===== config.mk =====
export PLATFORM = sky130hd
export DESIGN_NAME = binary_conv3x3
export DESIGN_NICKNAME = d
export VERILOG_FILES = /design/src/rtl/binary_conv3x3_pkg.sv /design/src/rtl/binary_conv3x3_line_buffer.sv /design/src/rtl/binary_conv3x3.sv
export SDC_FILE = /design/constraint.sdc
export NUM_CORES = 1
export LEC_CHECK = 0
export ABC_AREA = 1
export ABC_CLOCK_PERIOD_IN_PS = 8390
export CAP_MARGIN = 5
export CORE_MARGIN = 8
export CORE_UTILIZATION = 64
export CTS_CLUSTER_DIAMETER = 40
export CTS_CLUSTER_SIZE = 40
export DETAILED_ROUTE_END_ITERATION = 10
export GPL_TIMING_DRIVEN = 0
export PLACE_DENSITY_LB_ADDON = 0.15
export SLEW_MARGIN = 25
export SYNTH_ARGS = -nofsm -noshare
export SYNTH_HDL_FRONTEND = slang
export SYNTH_SLANG_ARGS = --single-unit

===== constraint.sdc =====
create_clock -name clk -period 8.39 [get_ports clk]
set_input_delay 1.678 -clock clk [delete_from_list [all_inputs] [get_ports clk]]
set_output_delay 1.678 -clock clk [all_outputs]
set_load 0.02 [all_outputs]

===== src/rtl/binary_conv3x3_pkg.sv =====
// Shared constants and helpers for the binary convolution stage
// and the max-pooling stage that consumes its feature map.
package binary_conv3x3_pkg;

    localparam int KERNEL_SIZE  = 3;
    localparam int KERNEL_BITS  = KERNEL_SIZE * KERNEL_SIZE;
    localparam int POPCNT_W     = 4;

    localparam int MNIST_WIDTH  = 28;
    localparam int MNIST_HEIGHT = 28;

    localparam int CONV_WIDTH   = MNIST_WIDTH - KERNEL_SIZE + 1;
    localparam int CONV_HEIGHT  = MNIST_HEIGHT - KERNEL_SIZE + 1;

    function automatic logic [POPCNT_W-1:0] popcount9(
        input logic [KERNEL_BITS-1:0] v
    );
        logic [POPCNT_W-1:0] cnt;
        cnt = '0;
        for (int i = 0; i < KERNEL_BITS; i++) begin
            cnt = cnt + POPCNT_W'(v[i]);
        end
        return cnt;
    endfunction

endpackage


===== src/rtl/binary_conv3x3_line_buffer.sv =====
// Two row shift registers plus the sliding 3x3 window; the window
// presented here already includes the pixel accepted on this edge.
module conv_line_buffer
    import binary_conv3x3_pkg::*;
#(
    parameter int IMG_WIDTH = MNIST_WIDTH
) (
    input  logic                   clk,
    input  logic                   rst_n,
    input  logic                   pixel_in,
    input  logic                   valid_in,
    input  logic                   pos_valid,
    output logic [KERNEL_BITS-1:0] window,
    output logic                   window_valid
);

    logic [IMG_WIDTH-1:0] line1;
    logic [IMG_WIDTH-1:0] line2;
    logic [5:0]           hist;
    logic [2:0]           col_new;

    // Oldest bit of each line is the same column one/two rows above.
    assign col_new = {line2[IMG_WIDTH-1], line1[IMG_WIDTH-1], pixel_in};

    assign window = {hist[5:4], col_new[2],
                     hist[3:2], col_new[1],
                     hist[1:0], col_new[0]};

    assign window_valid = valid_in & pos_valid;

    always_ff @(posedge clk) begin
        if (valid_in) begin
            line1 <= {line1[IMG_WIDTH-2:0], pixel_in};
            line2 <= {line2[IMG_WIDTH-2:0], line1[IMG_WIDTH-1]};
        end
    end

    always_ff @(posedge clk) begin
        if (!rst_n) begin
            hist <= '0;
        end else if (valid_in) begin
            hist <= {window[7:6], window[4:3], window[1:0]};
        end
    end

endmodule


===== src/rtl/binary_conv3x3.sv =====
// Streaming 3x3 XNOR-popcount convolution over a raster 1-bit image,
// thresholded to a (W-2)x(H-2) binary feature map.
module binary_conv3x3
    import binary_conv3x3_pkg::*;
#(
    parameter int                     IMG_WIDTH  = MNIST_WIDTH,
    parameter int                     IMG_HEIGHT = MNIST_HEIGHT,
    parameter logic [KERNEL_BITS-1:0] WEIGHTS    = 9'h1FF,
    parameter int                     THRESHOLD  = 5
) (
    input  logic clk,
    input  logic rst_n,
    input  logic pixel_in,
    input  logic valid_in,
    output logic conv_out,
    output logic valid_out_conv,
    output logic frame_done
);

    localparam int COL_W = $clog2(IMG_WIDTH);
    localparam int ROW_W = $clog2(IMG_HEIGHT);

    localparam logic [COL_W-1:0]    COL_LAST = COL_W'(IMG_WIDTH - 1);
    localparam logic [ROW_W-1:0]    ROW_LAST = ROW_W'(IMG_HEIGHT - 1);
    localparam logic [COL_W-1:0]    COL_MIN  = COL_W'(KERNEL_SIZE - 1);
    localparam logic [ROW_W-1:0]    ROW_MIN  = ROW_W'(KERNEL_SIZE - 1);
    localparam logic [POPCNT_W-1:0] THR      = POPCNT_W'(THRESHOLD);

    logic [COL_W-1:0]       col;
    logic [ROW_W-1:0]       row;
    logic                   col_last;
    logic                   row_last;
    logic                   pos_valid;
    logic [KERNEL_BITS-1:0] window;
    logic                   window_valid;
    logic [KERNEL_BITS-1:0] match;
    logic [POPCNT_W-1:0]    popcnt;
    logic                   hit;

    assign col_last  = (col == COL_LAST);
    assign row_last  = (row == ROW_LAST);
    assign pos_valid = (col >= COL_MIN) && (row >= ROW_MIN);

    always_ff @(posedge clk) begin
        if (!rst_n) begin
            col <= '0;
            row <= '0;
        end else if (valid_in) begin
            if (col_last) begin
                col <= '0;
                row <= row_last ? '0 : row + 1'b1;
            end else begin
                col <= col + 1'b1;
            end
        end
    end

    conv_line_buffer #(
        .IMG_WIDTH (IMG_WIDTH)
    ) u_line_buffer (
        .clk          (clk),
        .rst_n        (rst_n),
        .pixel_in     (pixel_in),
        .valid_in     (valid_in),
        .pos_valid    (pos_valid),
        .window       (window),
        .window_valid (window_valid)
    );

    assign match  = ~(window ^ WEIGHTS);
    assign popcnt = popcount9(match);
    assign hit    = (popcnt >= THR);

    always_ff @(posedge clk) begin
        if (!rst_n) begin
            conv_out       <= 1'b0;
            valid_out_conv <= 1'b0;
            frame_done     <= 1'b0;
        end else begin
            valid_out_conv <= window_valid;
            frame_done     <= window_valid & col_last & row_last;
            if (window_valid) begin
                conv_out <= hit;
            end
        end
    end

endmodule


After elaboration in Yosys (flattened, before gate mapping)
Index checks and enable logic that the tools add are counted.
Storage, ports and cells
  bits in registers: 75
  bits of input ports: 4
  output and inout bits: 3
  word-level logic and storage cells: 32
Operators by class
  add/sub/neg operators: 10
  order comparisons: 3
  equal/unequal tests: 2
  muxes and demuxes: 2
  bitwise operators: 5
  reduce and logical (&&, ||, !) cells: 2
Operator list (count)
  $add A4 B1 Y4: 5
  $not A9 Y9: 2
  $add A5 B1 Y5 const B: 2
  $eq A5 B5 Y1 const B: 2
  $ge A5 B2 Y1 const B: 2
  $mux W5: 2
  $add A3 B1 Y4: 1
  $ge A4 B3 Y1 const B: 1
  $add A2 B1 Y3: 1
  $and A1 B1 Y1: 3
  $add A1 B1 Y2: 1
  $reduce_and A2 Y1: 1
  $logic_and A1 B1 Y1: 1

Longest topological paths before layout
Gate-level depths: netlist of the first run.
  word-level depth: 11
  mapped depth: 13
  depth with buffers taken out: 13

By module
Synthesis of the first run repeated with hierarchy kept, for this count alone.
Unflattened totals
  cells, all modules: 211
  area, all modules: 2820.2 um^2
By module, submodules not included
  conv_line_buffer: times used 1, cells an instance 98, area an instance 1955.6 um^2, seq. area each 1801.7 um^2
  binary_conv3x3: times used 1, cells an instance 113, area an instance 864.6 um^2, seq. area each 260.2 um^2

Worst setup path before layout of the first run
Ideal clock, no wire load.
  kind: input -> register
  from: input port pixel_in
  to: register conv_out
  setup time: 0.064 ns
  arrival: 4.315 ns
  required time: 8.326 ns
  slack: 4.011 ns
  stages: 13
  buffers on the path: 0
  cells stage by stage: inv_1 fa_1 fa_1 fa_1 inv_1 fa_1 inv_1 fa_1 nand2_1 nand2_1 nand2_1 nor2_1 nor2_1
Between the ends
  longest elaborated chain between the ends: 11
Ends and longest elaborated chain
  from (decl): line binary_conv3x3.sv:13  | input logic pixel_in,
  $not A9 Y9 (no source line)
  $not A9 Y9: line binary_conv3x3.sv:70  | assign match = ~(window ^ WEIGHTS);
  $add A1 B1 Y2: line binary_conv3x3_pkg.sv:21  | cnt = cnt + POPCNT_W'(v[i]);
  $add A2 B1 Y3: line binary_conv3x3_pkg.sv:21
  $add A3 B1 Y4: line binary_conv3x3_pkg.sv:21
  $add A4 B1 Y4 (5 in series): line binary_conv3x3_pkg.sv:21
  $ge A4 B3 Y1: line binary_conv3x3.sv:72  | assign hit = (popcnt >= THR);
  to (signal assigned): line binary_conv3x3.sv:83  | conv_out <= hit;
  to (decl): line binary_conv3x3.sv:15  | output logic conv_out,
Every way passes these cells.
A chain may end at the register's enable or synchronous reset.

Worst setup path in the final report of the first run
Same ends and word-level chain as after synthesis.

==> run metrics, run 1 <==
IR Drop Worst-Case VDD=roughly 0.16 mV; post-DP HPWL=2590 microns; DIE WIDTH=81.6 microns; Syn Inst Count=roughly 190; relative max-transition margin=0.691; worst clock skew=approximately 0.008 ns; clock root buffer=clkbuf_8; Worst path slowest cell=fa_1; sw frac=0.209; ordered list of cells on the worst path=clkdlybuf4s50_1 -> inv_1 -> fa_1 -> fa_1 -> fa_1 -> inv_1 -> fa_1 -> inv_1 -> fa_1 -> nand2_1 -> nand2_1 -> nand2_1 -> nor2_1 -> nor2_1; # setup viols final=0; CP Class=in2reg; Lkg Pwr=~1.2 nW; drt pass-1 iters=4; setup bufs post-CTS=0; Top Ports=7; DR iter-0 viols=90; Crit Path Max Fanout=2; Placed Area=roughly 2900 sq um; count of cell types in the netlist=27; first-pass GRT wire length=about 6900 microns; CTS clk-pin slew, worst paths=approximately 0.070 ns; register area share after synthesis=0.750; period utilization=0.569; hold buffers post-CTS=0; gp weighted congestion=0.734; status=finished, final reports clean; Tmin final=~4.8 ns; Routed wire per std cell=roughly 15 microns; Crit path top cell by count=fa_1; critical path required time=~8.7 ns; Crit. End Element=register; PD cells=236 nW/um^2; Sw Pwr=around 0.00015 W; FP Rows=24; antenna violations before repair=0; drt drc=0; Yosys reg bits=between 70 and 80; Syn Nets=207; Die ar.=approximately 6700 sq um; Clk pwr share=0.359; global route overflow=0; Core ar.=~4200 sq um; CTS tree=done; post_cts resized=0; via count=approximately 1400; Nets=225; Initial Util=0.650; vias per cell=between 5 and 6; largest net degree at the start of global routing=38; sequential share of power=0.585; commonest cells after routing, fill and taps aside=edfxtp_1 (56), inv_1 (24), dfxtp_1 (19); Mapped Avg Cell Area=~14 sq um; Cell Area, Synth=2750 sq um; part of the power in combinational logic=0.056; CTS sink count=between 70 and 80; Clk Latency, worst-skew pair=0.33 ns; Clock Path Buffers=2; Max Freq=about 210 MHz; design area=a little over 3000 sq um; Port-buffer cells=6; commonest non-fill, non-tap cell in the layout=edfxtp_1; worst path arrival time=just over 5 ns; nature of the critical path startpoint=input pin; minimum setup slack after placement=around 3.3 ns; Crit path max-delay family=adder cells; highest cell delay on the worst timing path=between 0.5 and 0.6 ns; htree depth=3; Crit path buffers/inverters=4; GRT Total Usage=0.144; internal power=~0.00058 W; die height=about 82 microns; CTS buffer count=9; total wire length=between 4000 and 5000 microns; final worst slack=about 3.6 ns; setup_tns=0 ns; layout cell share with drive strength beyond 1=0.140; Max-Cap Viols=0; number of global-route vias before repair=1443; RSZ-0062 raised after global routing=no; Layout Area Growth over Synthesis=12.1%; Ant. Diodes=0; Pins Over Slew Limit=0; Slew @ Worst Pin=roughly 0.46 ns; Warnings, synthesis=0; HP Class=reg2reg; Hold Fails Final Rpt=0; post-route ant nets=0
[path summary, 6_finish.rpt]
path                                           from                                 to  slack (ns)  depth (start not counted)
setup / recovery                           pixel_in              conv_out$_SDFFE_PN0P_        3.62                         14
hold / removal    u_line_buffer.line1[25]$_DFFE_PP_  u_line_buffer.line1[26]$_DFFE_PP_        0.41                          0
setup reg to reg  u_line_buffer.line1[27]$_DFFE_PP_              conv_out$_SDFFE_PN0P_        5.10                         13
hold reg to reg   u_line_buffer.line1[25]$_DFFE_PP_  u_line_buffer.line1[26]$_DFFE_PP_        0.41                          0
[state kept, by name, indices dropped and copies added, names as in the netlist]
signal               flops
u_line_buffer.line1     28
u_line_buffer.line2     28
u_line_buffer.hist       6
col                      5
row                      5
conv_out                 1
frame_done               1
valid_out_conv           1
[per-layer routing]
layer | global-route usage | part of all wire | wire (microns) | vias to the layer above
met5 | 0 | 0 | 0 | -
met4 | 0.0982 | 0.016 | 66 | 0
met3 | 0.0394 | 0.034 | 142 | 6
met2 | 0.223 | 0.49 | 2030 | 24
met1 | 0.172 | 0.46 | 1880 | 686
li1 | - | - | - | 690
[power groups by stage]
stage	Sequential (W)	Combinational, W	Clock [W]
after global routing	0.000428	0.0000477	0.000283
after detailed placement	0.000433	0.0000415	0
after floorplan	0.000430	0.0000261	0
final	0.000426	0.0000411	0.000262
after global placement	0.000434	0.0000361	0
after CTS	0.000426	0.0000418	0.000270
[worst register-to-register path: cells and delay by family, from the launching register on]
| kind | cells | cell delay [ns] |
|---|---|---|
| flops | 1 | 0.43 |
| simple gates | 5 | 0.33 |
| buf+inv | 3 | 0.26 |
| fa+ha+maj | 5 | 2.21 |
[layout make-up]
cell class                      instances  area, sq um
Sequential cell                        75         2060
Fill cell                             262         1150
Multi-Input combinational cell         87          571
Clock buffer                           10          138
Inverter                               27          101
Timing Repair Buffer                    7         75.1
Tap cell                               52         65.1
Clock inverter                          6         55.1
Buffer                                  3         16.3
[synthesized netlist by cell type]
master    instances  area, sq um
inv_2             3         11.3
nor2_8            1         20.0
xnor2_1           1         8.76
nor3_2            1         10.0
buf_4             1         7.51
a21oi_1          12         60.1
edfxtp_1         56         1680
nand2_1          15         56.3
xor2_1            1         8.76
o21ai_0           7         35.0
nor3_1            3         15.0
inv_1            24         90.1
ha_1              6         75.1
dfxtp_1          19          380
nor2_2            2         12.5
o21ai_1           1         5.00
nor2_1           14         52.6
fa_1              5          100
nand2b_2          1         8.76
buf_2             1         5.00
nand3_2           1         10.0
and3_1            1         6.26
nand3_1          10         50.1
nand4_1           2         12.5
clkbuf_1          1         3.75
nand2_2           2         12.5
nand2_4           1         11.3
[stage by stage]
step           hold slack [ns]  total power, W  utilization  std cells
5_1_grt                  0.422        0.000759        0.728        267
4_1_cts                  0.414        0.000737        0.728        267
2_1_floorplan            0.400        0.000457            -        192
6_report                 0.412        0.000729        0.728        267
3_5_place_dp             0.405        0.000475        0.683        251
3_3_place_gp             0.406        0.000470        0.679        250
[cells by family (layout without fill, tap and decap cells)]
| logic type | count (synthesis) | after routing | share of synthesized area |
|---|---|---|---|
| and+or+nand+nor | 54 | 54 | 0.101 |
| adders and majority gates | 11 | 11 | 0.0637 |
| DFF | 75 | 75 | 0.750 |
| buffers and inverters | 30 | 53 | 0.0428 |
| AOI/OAI and AO/OA | 20 | 20 | 0.0364 |
| xor gates and xnor gates | 2 | 2 | 0.00637 |
No activity file was read; power rests on OpenSTA's default activity.
==> run 2, diff against run 1 <==
--- a/config.mk
+++ b/config.mk
@@ -6,10 +6,10 @@
 export NUM_CORES = 1
 export LEC_CHECK = 0
 export ABC_AREA = 1
-export ABC_CLOCK_PERIOD_IN_PS = 8390
+export ABC_CLOCK_PERIOD_IN_PS = 4200
 export CAP_MARGIN = 5
 export CORE_MARGIN = 8
-export CORE_UTILIZATION = 64
+export CORE_UTILIZATION = 54
 export CTS_CLUSTER_DIAMETER = 40
 export CTS_CLUSTER_SIZE = 40
 export DETAILED_ROUTE_END_ITERATION = 10
==> constraint.sdc (replaced) <==
create_clock -name clk -period 4.2 [get_ports clk]
set_input_delay 0.84 -clock clk [delete_from_list [all_inputs] [get_ports clk]]
set_output_delay 0.84 -clock clk [all_outputs]
set_load 0.02 [all_outputs]
==> run metrics, run 2 (synthesized netlist as in run 1, its figures left out) <==
design area=3100 sq um (+0.65%); drt drc=0 (unchanged); final core occ=0.619 (-0.109); sequential share of power=0.586 (about the same); Clk Latency, worst-skew pair=0.33 ns (about the same); Placed Area=2910 sq um (+0.78%); post-route ant nets=0 (unchanged); worst hold endpoint=u_line_buffer.line1[27]$_DFFE_PP_; Lkg Pwr=1.18 nW (-0.65%); CTS clk-pin slew, worst paths=0.07 ns (about the same); worst path arrival time=4.11 ns (-0.93 ns); critical path required time=4.47 ns (-4.19 ns); Nets=225 (unchanged); ordered list of cells on the worst path=clkdlybuf4s50_1 -> inv_1 -> fa_1 -> fa_1 -> fa_1 -> inv_1 -> fa_1 -> inv_1 -> fa_1 -> nand2_1 -> nand2_1 -> nand2_1 -> nor2_1 -> nor2_1; vias per cell=5.01 (-4.9%); drt pass-1 iters=4 (unchanged); highest cell delay on the worst timing path=0.55 ns (-0.02 ns); post_cts resized=0 (unchanged); nature of the critical path startpoint=input pin; Crit path max-delay family=adder cells; post-DP HPWL=2290 microns (-12%); hold buffers post-CTS=0 (unchanged); Hold Path Origin=u_line_buffer.line1[26]$_DFFE_PP_; Crit Path Max Fanout=2 (unchanged); CTS tree=done; Ant. Diodes=0 (unchanged); CTS sink count=75 (unchanged); CP Class=in2reg; sw frac=0.215 (+0.00638); Worst path slowest cell=fa_1; commonest non-fill, non-tap cell in the layout=edfxtp_1; dpl cells=269 (+7.2%); GR Util met2=0.159 (-0.0637); commonest cells after routing, fill and taps aside=edfxtp_1 (56), inv_1 (24), dfxtp_1 (19); clock root buffer=clkbuf_8; Max Freq=~260 MHz; worst r2r path cells=13 (unchanged); part of the power in combinational logic=0.053 (-0.003); Max-Cap Viols=0 (unchanged); period utilization=0.915; GRT busiest layer=met2; number of global-route vias before repair=1412 (-2.1%); gp weighted congestion=0.835 (+14%); relative max-transition margin=0.683 (-0.00792); Worst R2R Start=u_line_buffer.line1[27]$_DFFE_PP_; CTS buffer count=9 (unchanged); Crit. End Element=register; Pins Over Slew Limit=0 (unchanged); via count=1422 (+1.1%); antenna violations before repair=0 (unchanged); Top Ports=7 (unchanged); flop2flop setup slack=1.00 ns (-4.10 ns); DIE WIDTH=87.4 microns (+7.1%); Die ar.=7630 sq um (+15%); Sw Pwr=0.000312 W (+100%); layout cell share with drive strength beyond 1=0.140 (+0.000652); Port-buffer cells=6 (unchanged); Final Non-Filler Cells=284 (+6.4%); first-pass GRT wire length=6560 microns (-4.3%); Clk pwr share=0.361 (+0.002); Initial Util=0.549 (-0.101); PD cells=467 nW/um^2 (+98%); Filler cells=409 (+56%); die height=87.4 microns (+7.1%); Hold Path Cell Cnt=0 (unchanged); setup bufs post-CTS=0 (unchanged); Tmin final=about 3.8 ns; worst clock skew=0.00697 ns (-0.00111 ns); total wire length=3730 microns (-9.6%); setup_tns=0 ns (unchanged); DR iter-0 viols=95 (+5.6%); R2R Path End=conv_out$_SDFFE_PN0P_; htree depth=3 (unchanged); routing usage on met3=0.0415 (+0.00212); global route overflow=0 (unchanged); Crit path top cell by count=fa_1; Hold Fails Final Rpt=0 (unchanged); Slew @ Worst Pin=0.476 ns (+0.0119 ns); status=finished, final reports clean; internal power=0.00114 W (+97%); RSZ-0062 raised after global routing=no; GRT Total Usage=0.117 (-0.0267); HP Class=reg2reg; IR Drop Worst-Case VDD=0.259 mV (+59%); Clock Path Buffers=2 (unchanged); largest net degree at the start of global routing=37 (-2.6%); # setup viols final=0 (unchanged); Layout Area Growth over Synthesis=12.8%; largest registers=u_line_buffer.line1 (28), u_line_buffer.line2 (28), u_line_buffer.hist (6); Crit path buffers/inverters=4 (unchanged); Tot Pwr=0.00145 W (+99%); M1 GR Usage=0.150 (-0.0217); Core ar.=5010 sq um (+18%); Routed wire per std cell=13.1 microns (-15%); FP Rows=26 (+8.3%)
[run 2: worst max path at each step]
stage | from | end | slack [ns] | cells after the start
global route | pixel_in | conv_out$_SDFFE_PN0P_ | 0.18 | 14
CTS | pixel_in | conv_out$_SDFFE_PN0P_ | 0.37 | 14
finish | pixel_in | conv_out$_SDFFE_PN0P_ | 0.36 | 14
detailed placement | pixel_in | conv_out$_SDFFE_PN0P_ | 0.02 | 14
global placement | pixel_in | conv_out$_SDFFE_PN0P_ | 0.06 | 14
floorplan | pixel_in | conv_out$_SDFFE_PN0P_ | 0.66 | 13
[run 2: metrics by stage]
step	worst slack, ns	hold WS, ns
CTS	0.368	0.422
floorplan	0.659	0.400
detailed placement	0.0213	0.405
global route	0.183	0.429
finish	0.357	0.421
global placement	0.0642	0.410
[run 2: final cells by class]
class,instances,area [sq um],share of cell area
clock buffers,9,124,0.0399
inverters,27,101,0.0327
flip-flops and latches,75,2060,0.665
multi-input cells,87,571,0.184
repair buffers,7,75.1,0.0242
well taps,70,87.6,0.0282
plain buffers,3,16.3,0.00524
clock inverters,6,66.3,0.0214
[run 2: power groups by stage]
stage                     Sequential (W)  Clock, W  Combinational [W]
after floorplan                 0.000860         0          0.0000521
after global placement          0.000867         0          0.0000725
after detailed placement        0.000864         0          0.0000783
after CTS                       0.000849  0.000537          0.0000783
after global routing            0.000853  0.000572          0.0000935
final                           0.000849  0.000523          0.0000769
[run 2: layer usage]
metal | share of wire | wire length [microns]
met5 | 0 | 0
met4 | 0.026 | 96
met3 | 0.038 | 140
met2 | 0.44 | 1640
met1 | 0.50 | 1850
